===== config.mk =====
export PLATFORM = sky130hd
export DESIGN_NAME = output_port_arbiter_cluster_flat
export DESIGN_NICKNAME = d
export VERILOG_FILES = /design/src/rtl/output_port_arbiter_cluster_if.sv /design/src/rtl/output_port_arbiter_cluster.sv /design/src/flat_wrapper.sv
export SDC_FILE = /design/constraint.sdc
export NUM_CORES = 2
export LEC_CHECK = 0
export BUFFER_PORTS_ARGS = -buffer_cell sky130_fd_sc_hd__buf_2
export CAP_MARGIN = 15
export CORE_MARGIN = 5
export CORE_UTILIZATION = 40
export DETAILED_ROUTE_END_ITERATION = 6
export GPL_TIMING_DRIVEN = 0
export SLEW_MARGIN = 30
export SYNTH_ARGS = -nofsm -noshare
export SYNTH_HDL_FRONTEND = slang
export SYNTH_SLANG_ARGS = --single-unit

===== constraint.sdc =====
create_clock -name clk -period 6.43 [get_ports clk]
set_clock_uncertainty 0.1 [all_clocks]
set_input_delay 0.643 -clock clk [delete_from_list [all_inputs] [get_ports clk]]
set_output_delay 0.643 -clock clk [all_outputs]
set_load 0.03 [all_outputs]

===== src/rtl/output_port_arbiter_cluster_if.sv =====
// Handshake bundle for the output port arbiter cluster. It carries the user
// payload/valid/ack side and the merged packet valid/ready side.
interface output_port_arbiter_cluster_if #(
  parameter int NUM_OUT_PORTS = 7,
  parameter int PAYLOAD_BITS  = 64,
  parameter int PACKET_BITS   = 82
);
  logic [PAYLOAD_BITS*NUM_OUT_PORTS-1:0] din;
  logic [NUM_OUT_PORTS-1:0]              vld;
  logic [NUM_OUT_PORTS-1:0]              ack;
  logic [PACKET_BITS-1:0]                pkt_out;
  logic                                  pkt_vld;
  logic                                  pkt_rdy;

  // The user/sink side drives payloads and packet ready.
  modport master (output din, vld, pkt_rdy, input ack, pkt_out, pkt_vld);
  // The cluster accepts payloads and presents packets.
  modport slave  (input din, vld, pkt_rdy, output ack, pkt_out, pkt_vld);
endinterface


===== src/rtl/output_port_arbiter_cluster.sv =====
// Output port arbiter cluster: buffers NUM_OUT_PORTS payload streams in small
// FIFOs, wraps each payload in a BFT header, tracks destination credits and
// merges all ports round-robin onto one registered valid/ready packet output.
module output_port_arbiter_cluster #(
  parameter int NUM_OUT_PORTS   = 7,
  parameter int PAYLOAD_BITS    = 64,
  parameter int NUM_LEAF_BITS   = 6,
  parameter int NUM_PORT_BITS   = 4,
  parameter int NUM_ADDR_BITS   = 7,
  parameter int FIFO_DEPTH_BITS = 2,
  parameter int CNT_BITS        = 32
) (
  input  logic                              clk,
  input  logic                              reset_n,
  input  logic                              cfg_wr_en,
  input  logic [3:0]                        cfg_port_sel,
  input  logic [NUM_LEAF_BITS-1:0]          cfg_dst_leaf,
  input  logic [NUM_PORT_BITS-1:0]          cfg_dst_port,
  input  logic [NUM_ADDR_BITS:0]            cfg_credit_init,
  input  logic                              credit_ret_en,
  input  logic [3:0]                        credit_ret_port,
  input  logic [NUM_ADDR_BITS:0]            credit_ret_amt,
  output_port_arbiter_cluster_if.slave      bus,
  output logic [CNT_BITS*NUM_OUT_PORTS-1:0] stall_cnt,
  output logic                              stall_any
);
  localparam int PACKET_BITS = 1 + NUM_LEAF_BITS + NUM_PORT_BITS + NUM_ADDR_BITS + PAYLOAD_BITS;
  localparam int DEPTH = 2 ** FIFO_DEPTH_BITS;
  localparam int CW    = NUM_ADDR_BITS + 1;
  localparam int PW    = (NUM_OUT_PORTS > 1) ? $clog2(NUM_OUT_PORTS) : 1;
  localparam logic [CW-1:0]              CREDIT_MAX = CW'(2 ** NUM_ADDR_BITS);
  localparam logic [FIFO_DEPTH_BITS:0]   COUNT_FULL = (FIFO_DEPTH_BITS+1)'(DEPTH);

  logic [PAYLOAD_BITS-1:0]    mem_q    [NUM_OUT_PORTS][DEPTH];
  logic [FIFO_DEPTH_BITS-1:0] wr_ptr_q [NUM_OUT_PORTS];
  logic [FIFO_DEPTH_BITS-1:0] wr_ptr_d [NUM_OUT_PORTS];
  logic [FIFO_DEPTH_BITS-1:0] rd_ptr_q [NUM_OUT_PORTS];
  logic [FIFO_DEPTH_BITS-1:0] rd_ptr_d [NUM_OUT_PORTS];
  logic [FIFO_DEPTH_BITS:0]   count_q  [NUM_OUT_PORTS];
  logic [FIFO_DEPTH_BITS:0]   count_d  [NUM_OUT_PORTS];
  logic [CW-1:0]              credit_q [NUM_OUT_PORTS];
  logic [CW-1:0]              credit_d [NUM_OUT_PORTS];
  logic [NUM_ADDR_BITS-1:0]   addr_q   [NUM_OUT_PORTS];
  logic [NUM_ADDR_BITS-1:0]   addr_d   [NUM_OUT_PORTS];
  logic [NUM_LEAF_BITS-1:0]   leaf_q   [NUM_OUT_PORTS];
  logic [NUM_LEAF_BITS-1:0]   leaf_d   [NUM_OUT_PORTS];
  logic [NUM_PORT_BITS-1:0]   dport_q  [NUM_OUT_PORTS];
  logic [NUM_PORT_BITS-1:0]   dport_d  [NUM_OUT_PORTS];
  logic [CNT_BITS-1:0]        scnt_q   [NUM_OUT_PORTS];
  logic [CNT_BITS-1:0]        scnt_d   [NUM_OUT_PORTS];
  logic [NUM_OUT_PORTS-1:0]   en_q, en_d;
  logic [PW-1:0]              rr_q, rr_d;
  logic [PACKET_BITS-1:0]     pkt_q, pkt_d;
  logic                       pkt_vld_q, pkt_vld_d;
  logic                       stall_any_q, stall_any_d;

  logic [NUM_OUT_PORTS-1:0] full, empty, elig, stall, push, pop, cfg_hit, ret_hit;
  logic                     load, gnt_found;
  logic [PW-1:0]            gnt_idx;

  // Credit after an optional grant and optional return, clamped to the
  // destination FIFO size. A grant only happens with credit != 0, so no underflow.
  function automatic logic [CW-1:0] credit_next(input logic [CW-1:0] cur, input logic dec,
                                                input logic inc_en, input logic [CW-1:0] amt);
    logic [CW+1:0] sum;
    sum = {2'b00, cur} + (inc_en ? {2'b00, amt} : '0) - (CW+2)'(dec);
    if (sum > {2'b00, CREDIT_MAX}) return CREDIT_MAX;
    return sum[CW-1:0];
  endfunction

  // Stall counters stick at all-ones instead of wrapping.
  function automatic logic [CNT_BITS-1:0] sat_inc(input logic [CNT_BITS-1:0] v);
    return (&v) ? v : v + CNT_BITS'(1);
  endfunction

  // Per-port status decoded from registered FIFO/credit state.
  always_comb begin
    for (int i = 0; i < NUM_OUT_PORTS; i++) begin
      full[i]    = (count_q[i] == COUNT_FULL);
      empty[i]   = (count_q[i] == '0);
      elig[i]    = en_q[i] & ~empty[i] & (credit_q[i] != '0);
      stall[i]   = en_q[i] & ~empty[i] & (credit_q[i] == '0);
      push[i]    = bus.vld[i] & ~full[i];
      cfg_hit[i] = cfg_wr_en & (cfg_port_sel == 4'(i));
      ret_hit[i] = credit_ret_en & (credit_ret_port == 4'(i));
    end
  end

  // Round-robin search: first eligible port at or above rr_q, then wrap below it.
  always_comb begin
    gnt_found = 1'b0;
    gnt_idx   = '0;
    for (int i = 0; i < NUM_OUT_PORTS; i++) begin
      if (!gnt_found && elig[i] && (PW'(i) >= rr_q)) begin
        gnt_found = 1'b1;
        gnt_idx   = PW'(i);
      end
    end
    for (int i = 0; i < NUM_OUT_PORTS; i++) begin
      if (!gnt_found && elig[i]) begin
        gnt_found = 1'b1;
        gnt_idx   = PW'(i);
      end
    end
  end

  // Next state for the output register, RR pointer and per-port bookkeeping.
  always_comb begin
    load        = ~pkt_vld_q | bus.pkt_rdy;
    pkt_d       = pkt_q;
    pkt_vld_d   = pkt_vld_q;
    rr_d        = rr_q;
    stall_any_d = |stall;
    if (load) begin
      pkt_vld_d = gnt_found;
      if (gnt_found) begin
        pkt_d = {1'b1, leaf_q[gnt_idx], dport_q[gnt_idx], addr_q[gnt_idx],
                 mem_q[gnt_idx][rd_ptr_q[gnt_idx]]};
        rr_d  = (gnt_idx == PW'(NUM_OUT_PORTS - 1)) ? '0 : gnt_idx + PW'(1);
      end
    end
    for (int i = 0; i < NUM_OUT_PORTS; i++) begin
      pop[i]      = load & gnt_found & (gnt_idx == PW'(i));
      wr_ptr_d[i] = wr_ptr_q[i] + FIFO_DEPTH_BITS'(push[i]);
      rd_ptr_d[i] = rd_ptr_q[i] + FIFO_DEPTH_BITS'(pop[i]);
      count_d[i]  = count_q[i] + (FIFO_DEPTH_BITS+1)'(push[i]) - (FIFO_DEPTH_BITS+1)'(pop[i]);
      scnt_d[i]   = stall[i] ? sat_inc(scnt_q[i]) : scnt_q[i];
      leaf_d[i]   = leaf_q[i];
      dport_d[i]  = dport_q[i];
      en_d[i]     = en_q[i];
      // Configuration overrides any same-cycle grant or return bookkeeping.
      if (cfg_hit[i]) begin
        leaf_d[i]   = cfg_dst_leaf;
        dport_d[i]  = cfg_dst_port;
        credit_d[i] = cfg_credit_init;
        addr_d[i]   = '0;
        en_d[i]     = 1'b1;
      end else begin
        credit_d[i] = credit_next(credit_q[i], pop[i], ret_hit[i], credit_ret_amt);
        addr_d[i]   = pop[i] ? addr_q[i] + NUM_ADDR_BITS'(1) : addr_q[i];
      end
    end
  end

  // Payload storage; contents are don't-care until written, so no reset.
  always_ff @(posedge clk) begin
    for (int i = 0; i < NUM_OUT_PORTS; i++) begin
      if (push[i]) mem_q[i][wr_ptr_q[i]] <= bus.din[PAYLOAD_BITS*i +: PAYLOAD_BITS];
    end
  end

  // State registers with asynchronous active-low reset.
  always_ff @(posedge clk or negedge reset_n) begin
    if (!reset_n) begin
      for (int i = 0; i < NUM_OUT_PORTS; i++) begin
        wr_ptr_q[i] <= '0;
        rd_ptr_q[i] <= '0;
        count_q[i]  <= '0;
        credit_q[i] <= '0;
        addr_q[i]   <= '0;
        leaf_q[i]   <= '0;
        dport_q[i]  <= '0;
        scnt_q[i]   <= '0;
      end
      en_q        <= '0;
      rr_q        <= '0;
      pkt_q       <= '0;
      pkt_vld_q   <= 1'b0;
      stall_any_q <= 1'b0;
    end else begin
      for (int i = 0; i < NUM_OUT_PORTS; i++) begin
        wr_ptr_q[i] <= wr_ptr_d[i];
        rd_ptr_q[i] <= rd_ptr_d[i];
        count_q[i]  <= count_d[i];
        credit_q[i] <= credit_d[i];
        addr_q[i]   <= addr_d[i];
        leaf_q[i]   <= leaf_d[i];
        dport_q[i]  <= dport_d[i];
        scnt_q[i]   <= scnt_d[i];
      end
      en_q        <= en_d;
      rr_q        <= rr_d;
      pkt_q       <= pkt_d;
      pkt_vld_q   <= pkt_vld_d;
      stall_any_q <= stall_any_d;
    end
  end

  // Flatten the stall counters onto the readback bus.
  always_comb begin
    stall_cnt = '0;
    for (int i = 0; i < NUM_OUT_PORTS; i++) begin
      stall_cnt[CNT_BITS*i +: CNT_BITS] = scnt_q[i];
    end
  end

  assign bus.ack     = ~full;
  assign bus.pkt_out = pkt_q;
  assign bus.pkt_vld = pkt_vld_q;
  assign stall_any   = stall_any_q;
endmodule


===== src/flat_wrapper.sv =====
// flat-port wrapper written by rule: the top's interface ports become plain ports
module output_port_arbiter_cluster_flat 
#(
  parameter int NUM_OUT_PORTS   = 7,
  parameter int PAYLOAD_BITS    = 64,
  parameter int NUM_LEAF_BITS   = 6,
  parameter int NUM_PORT_BITS   = 4,
  parameter int NUM_ADDR_BITS   = 7,
  parameter int FIFO_DEPTH_BITS = 2,
  parameter int CNT_BITS        = 32
)
  (clk, reset_n, cfg_wr_en, cfg_port_sel, cfg_dst_leaf, cfg_dst_port, cfg_credit_init, credit_ret_en, credit_ret_port, credit_ret_amt, stall_cnt, stall_any, bus_din, bus_vld, bus_pkt_rdy, bus_ack, bus_pkt_out, bus_pkt_vld);
  output_port_arbiter_cluster_if #(.NUM_OUT_PORTS(NUM_OUT_PORTS), .PAYLOAD_BITS(PAYLOAD_BITS), .PACKET_BITS((1 + (6) + (4) + (7) + (64)))) bus_i ();
  input  logic clk;
  input  logic reset_n;
  input  logic cfg_wr_en;
  input  logic [3:0] cfg_port_sel;
  input  logic [NUM_LEAF_BITS-1:0] cfg_dst_leaf;
  input  logic [NUM_PORT_BITS-1:0] cfg_dst_port;
  input  logic [NUM_ADDR_BITS:0] cfg_credit_init;
  input  logic credit_ret_en;
  input  logic [3:0] credit_ret_port;
  input  logic [NUM_ADDR_BITS:0] credit_ret_amt;
  output logic [CNT_BITS*NUM_OUT_PORTS-1:0] stall_cnt;
  output logic stall_any;
  input wire logic [$bits(bus_i.din)-1:0] bus_din;
  input wire logic [$bits(bus_i.vld)-1:0] bus_vld;
  input wire logic [$bits(bus_i.pkt_rdy)-1:0] bus_pkt_rdy;
  output wire logic [$bits(bus_i.ack)-1:0] bus_ack;
  output wire logic [$bits(bus_i.pkt_out)-1:0] bus_pkt_out;
  output wire logic [$bits(bus_i.pkt_vld)-1:0] bus_pkt_vld;
  assign bus_i.din = bus_din;
  assign bus_i.vld = bus_vld;
  assign bus_i.pkt_rdy = bus_pkt_rdy;
  assign bus_ack = bus_i.ack;
  assign bus_pkt_out = bus_i.pkt_out;
  assign bus_pkt_vld = bus_i.pkt_vld;
  output_port_arbiter_cluster #(.NUM_OUT_PORTS(NUM_OUT_PORTS), .PAYLOAD_BITS(PAYLOAD_BITS), .NUM_LEAF_BITS(NUM_LEAF_BITS), .NUM_PORT_BITS(NUM_PORT_BITS), .NUM_ADDR_BITS(NUM_ADDR_BITS), .FIFO_DEPTH_BITS(FIFO_DEPTH_BITS), .CNT_BITS(CNT_BITS)) u_core (.clk(clk), .reset_n(reset_n), .cfg_wr_en(cfg_wr_en), .cfg_port_sel(cfg_port_sel), .cfg_dst_leaf(cfg_dst_leaf), .cfg_dst_port(cfg_dst_port), .cfg_credit_init(cfg_credit_init), .credit_ret_en(credit_ret_en), .credit_ret_port(credit_ret_port), .credit_ret_amt(credit_ret_amt), .bus(bus_i), .stall_cnt(stall_cnt), .stall_any(stall_any));
endmodule

==> impl_metrics.toml <==
[detailed_routing]
avgViaCountPerCell = 5.86
vias = 73500
wl_per_cell_um = 30.7
drtIter0Drc = 9132
ant_nets = 0
routed_wl_um = 385000
drtPass1Iterations = 7
drcViolationCount = 0

[global_routing]
globalRouteOverflowTotal = 0
antenna_found_initial = 186
grt_pass1_vias = 71600
grt_pass1_wl_um = 534000
track_usage_pct = 28.9
grt_max_degree = 90

[placement]
portBuffers = 808
place_hpwl_um = 293000
routabilityCongestion = 0.916

[floorplanning]
die_w_um = 507
initial_core_util_pct = 40.2
die_h_um = 507
core_um2 = 246000
rows = 182
dieArea_um2 = 257000
ios = 809

[setup_path]
start_kind = "flop"
crit_slowest_cell = "dfrtp_1"
worstPathRequired_ns = 7.11
path_class = "reg -> reg"
timing.critical_path.mode_cell = "ha_1"
crit_path_max_incr_delay_ns = 0.47
crit_arrival_ns = 6.95
end_kind = "flop"
critPathMaxFanout = 11

[logic_synthesis]
synth-edff-count = 1792
syn_nets = 7901
yosysSeqAreaShare_pct = 68.1
synth_cell_types = 86
netlist_instances = 7238
avgSynthCellArea_um2 = 13.7
syn_area_um2 = 98900
synth-seq-cells = 2334
yosys_most_used_dff = "edfxtp_1"
yosysWarnings = 0
async_reset_ff_share_pct = 23.2

[clock_network]
clock_path_buffers = 3
clock-sinks = 2334
path_clk_slew_ns = 0.06
cts_tree = "built"
cts_root_buf = "clkbuf_16"
htreeDepth = 4
clk_latency_ns = 0.90
numCtsBuffers = 240

[finish]
drive_above_1_share_pct = 20.5
syn_to_final_growth_pct = 25.4
finalNetCount = 9653

[timing]
fin_crit_ns = 6.27
rsz0062_at_grt = "true"
tns_ns = 0
drv_slew = 0
slew_headroom_pct = 30.2
fin_crit_sh_pct = 97.5
hold_viol = 0
finalSetupViolCount = 0
fmax_mhz = 160
worst_pin_slew_ns = 1.05

[run]
max_cap_violations = 0

[hold_path]
min_path_type = "in -> reg"

[run_status]
outcome = "complete, no violations"
worst max-delay path: cells and delay by family, from the launching register on:
kind / cells / cell delay [ns]
buffers and inverters: 7 / 1.31
AND/OR/NAND/NOR: 5 / 1.07
flip-flops: 1 / 0.47
AO/OA/AOI/OAI: 11 / 2.12
adder cells (fa/ha/maj): 4 / 0.98
registers in the layout, summed over array words and instances, names as in the netlist:
signal and cells:
u_core.leaf_q 42, u_core.count_q 21, u_core.mem_q 1792, u_core.stall_cnt 224, u_core.rd_ptr_q 14, u_core.rr_q 3, u_core.bus.pkt_vld 1, u_core.wr_ptr_q 14
u_core.credit_q 56, u_core.en_q 7, u_core.stall_any 1, u_core.dport_q 28, u_core.addr_q 49, u_core.bus.pkt_out 82
cell families (layout without fill, tap and decap cells):
family | Yosys count | in the layout | share of synthesized area (%)
compound gates | 1408 | 1408 | 10.3
xor+xnor | 312 | 312 | 2.76
fa+ha+maj | 169 | 169 | 2.24
buf+inv | 764 | 2730 | 3.04
flops | 2334 | 2334 | 68.1
mux | 320 | 320 | 3.73
other cells | 0 | 108 | 0
simple gates | 1931 | 1931 | 9.83
layout make-up:
type | instances | area [µm²]
antenna | 108 | 270
buffer | 436 | 1900
clock buffer | 319 | 6480
clock inverter | 137 | 1680
fill | 21100 | 122000
inverter | 323 | 1210
multi-input combinational | 4140 | 29100
sequential | 2334 | 67400
tap | 3220 | 4030
timing repair buffer | 1515 | 12000
cell usage after synthesis, types with 62 or more instances:
master / n / area (µm²)
a2111oi_0: 127 / 1110
a21o_1: 135 / 1010
dfrtp_1: 542 / 13600
nand3_1: 212 / 1060
and3_1: 458 / 2870
xor2_1: 122 / 1070
a22oi_1: 72 / 541
o31ai_1: 69 / 518
nand4_1: 125 / 782
edfxtp_1: 1792 / 53800
a21oi_1: 331 / 1660
mux2i_1: 85 / 851
a221oi_1: 145 / 1270
nor2_1: 302 / 1130
nor4_1: 83 / 519
xnor2_1: 190 / 1660
nand2_1: 588 / 2210
clkbuf_1: 370 / 1390
o21ai_0: 201 / 1010
o211ai_1: 65 / 488
o2111ai_1: 62 / 543
mux2_2: 174 / 1960
ha_1: 155 / 1940
inv_1: 321 / 1200
stage by stage:
step / setup WS [ns] / instance area (µm²) / hold WS, ns / utilization [%] / std cells
6_report: 0.162 / 124000 / 0.101 / 50.4 / 12500
5_1_grt: -0.0445 / 124000 / 0.0762 / 50.4 / 12500
4_1_cts: -0.00841 / 124000 / 0.0499 / 50.2 / 12400
3_5_place_dp: -2.23 / 110000 / 0.349 / 44.9 / 11500
3_3_place_gp: -7.53 / 107000 / 0.351 / 43.5 / 11300
2_1_floorplan: 0.0538 / 98900 / 0.247 / - / 7238
layout by cell type (no fill, tap or decap), types with 125 or more instances in the layout:
| cell | count |
|---|---|
| and3_1 | 451 |
| dlygate4sd3_1 | 460 |
| ha_1 | 155 |
| clkbuf_1 | 398 |
| nor2_1 | 286 |
| a2111oi_0 | 126 |
| buf_4 | 170 |
| xnor2_1 | 190 |
| o21ai_0 | 200 |
| edfxtp_1 | 1792 |
| clkbuf_16 | 241 |
| a21o_1 | 135 |
| buf_2 | 837 |
| nand2_1 | 586 |
| dfrtp_1 | 541 |
| nand3_1 | 211 |
| nand4_1 | 125 |
| a21oi_1 | 327 |
| inv_1 | 321 |
| mux2_2 | 174 |
| a221oi_1 | 145 |
worst paths after layout:
path | end | slack (ns) | start | depth (start not counted)
worst min-delay path | u_core.credit_q[14]$_DFF_PN0_ | 0.10 | cfg_credit_init[6] | 2
worst max-delay path | u_core.credit_q[29]$_DFF_PN0_ | 0.16 | u_core.count_q[7]$_DFF_PN0_ | 27
min in group asynchronous | u_core.stall_cnt[14]$_DFFE_PN0P_ | 0.14 | reset_n | 2
worst max register to register | u_core.credit_q[29]$_DFF_PN0_ | 0.16 | u_core.count_q[7]$_DFF_PN0_ | 27
worst min register to register | u_core.bus.pkt_out[81]$_DFFE_PN0P_ | 0.36 | u_core.bus.pkt_out[81]$_DFFE_PN0P_ | 1
max in group asynchronous | u_core.bus.pkt_out[31]$_DFFE_PN0P_ | 4.05 | reset_n | 6
what timing repair did:
action / in CTS / in global routing
setup buffers: 12 / 8
pin swaps: 14 / 14
hold endpoints to repair: 2072 / 0
resized for setup: 65 / 47
hold buffers: 460 / 0
endpoints found under the setup margin: 59 / 53
layer usage:
metal  part of all wire [%]  vias to the layer above  track usage, %
met5                   0.13                        -               0
met3                     11                      946            7.94
met1                     38                    36700            37.0
met4                    5.9                       82            14.4
li1                       -                    31100               -
met2                     45                     4625            45.2
Power is not shown: default switching activity piles up to over one toggle a cycle in this logic, so the estimate is an artifact.
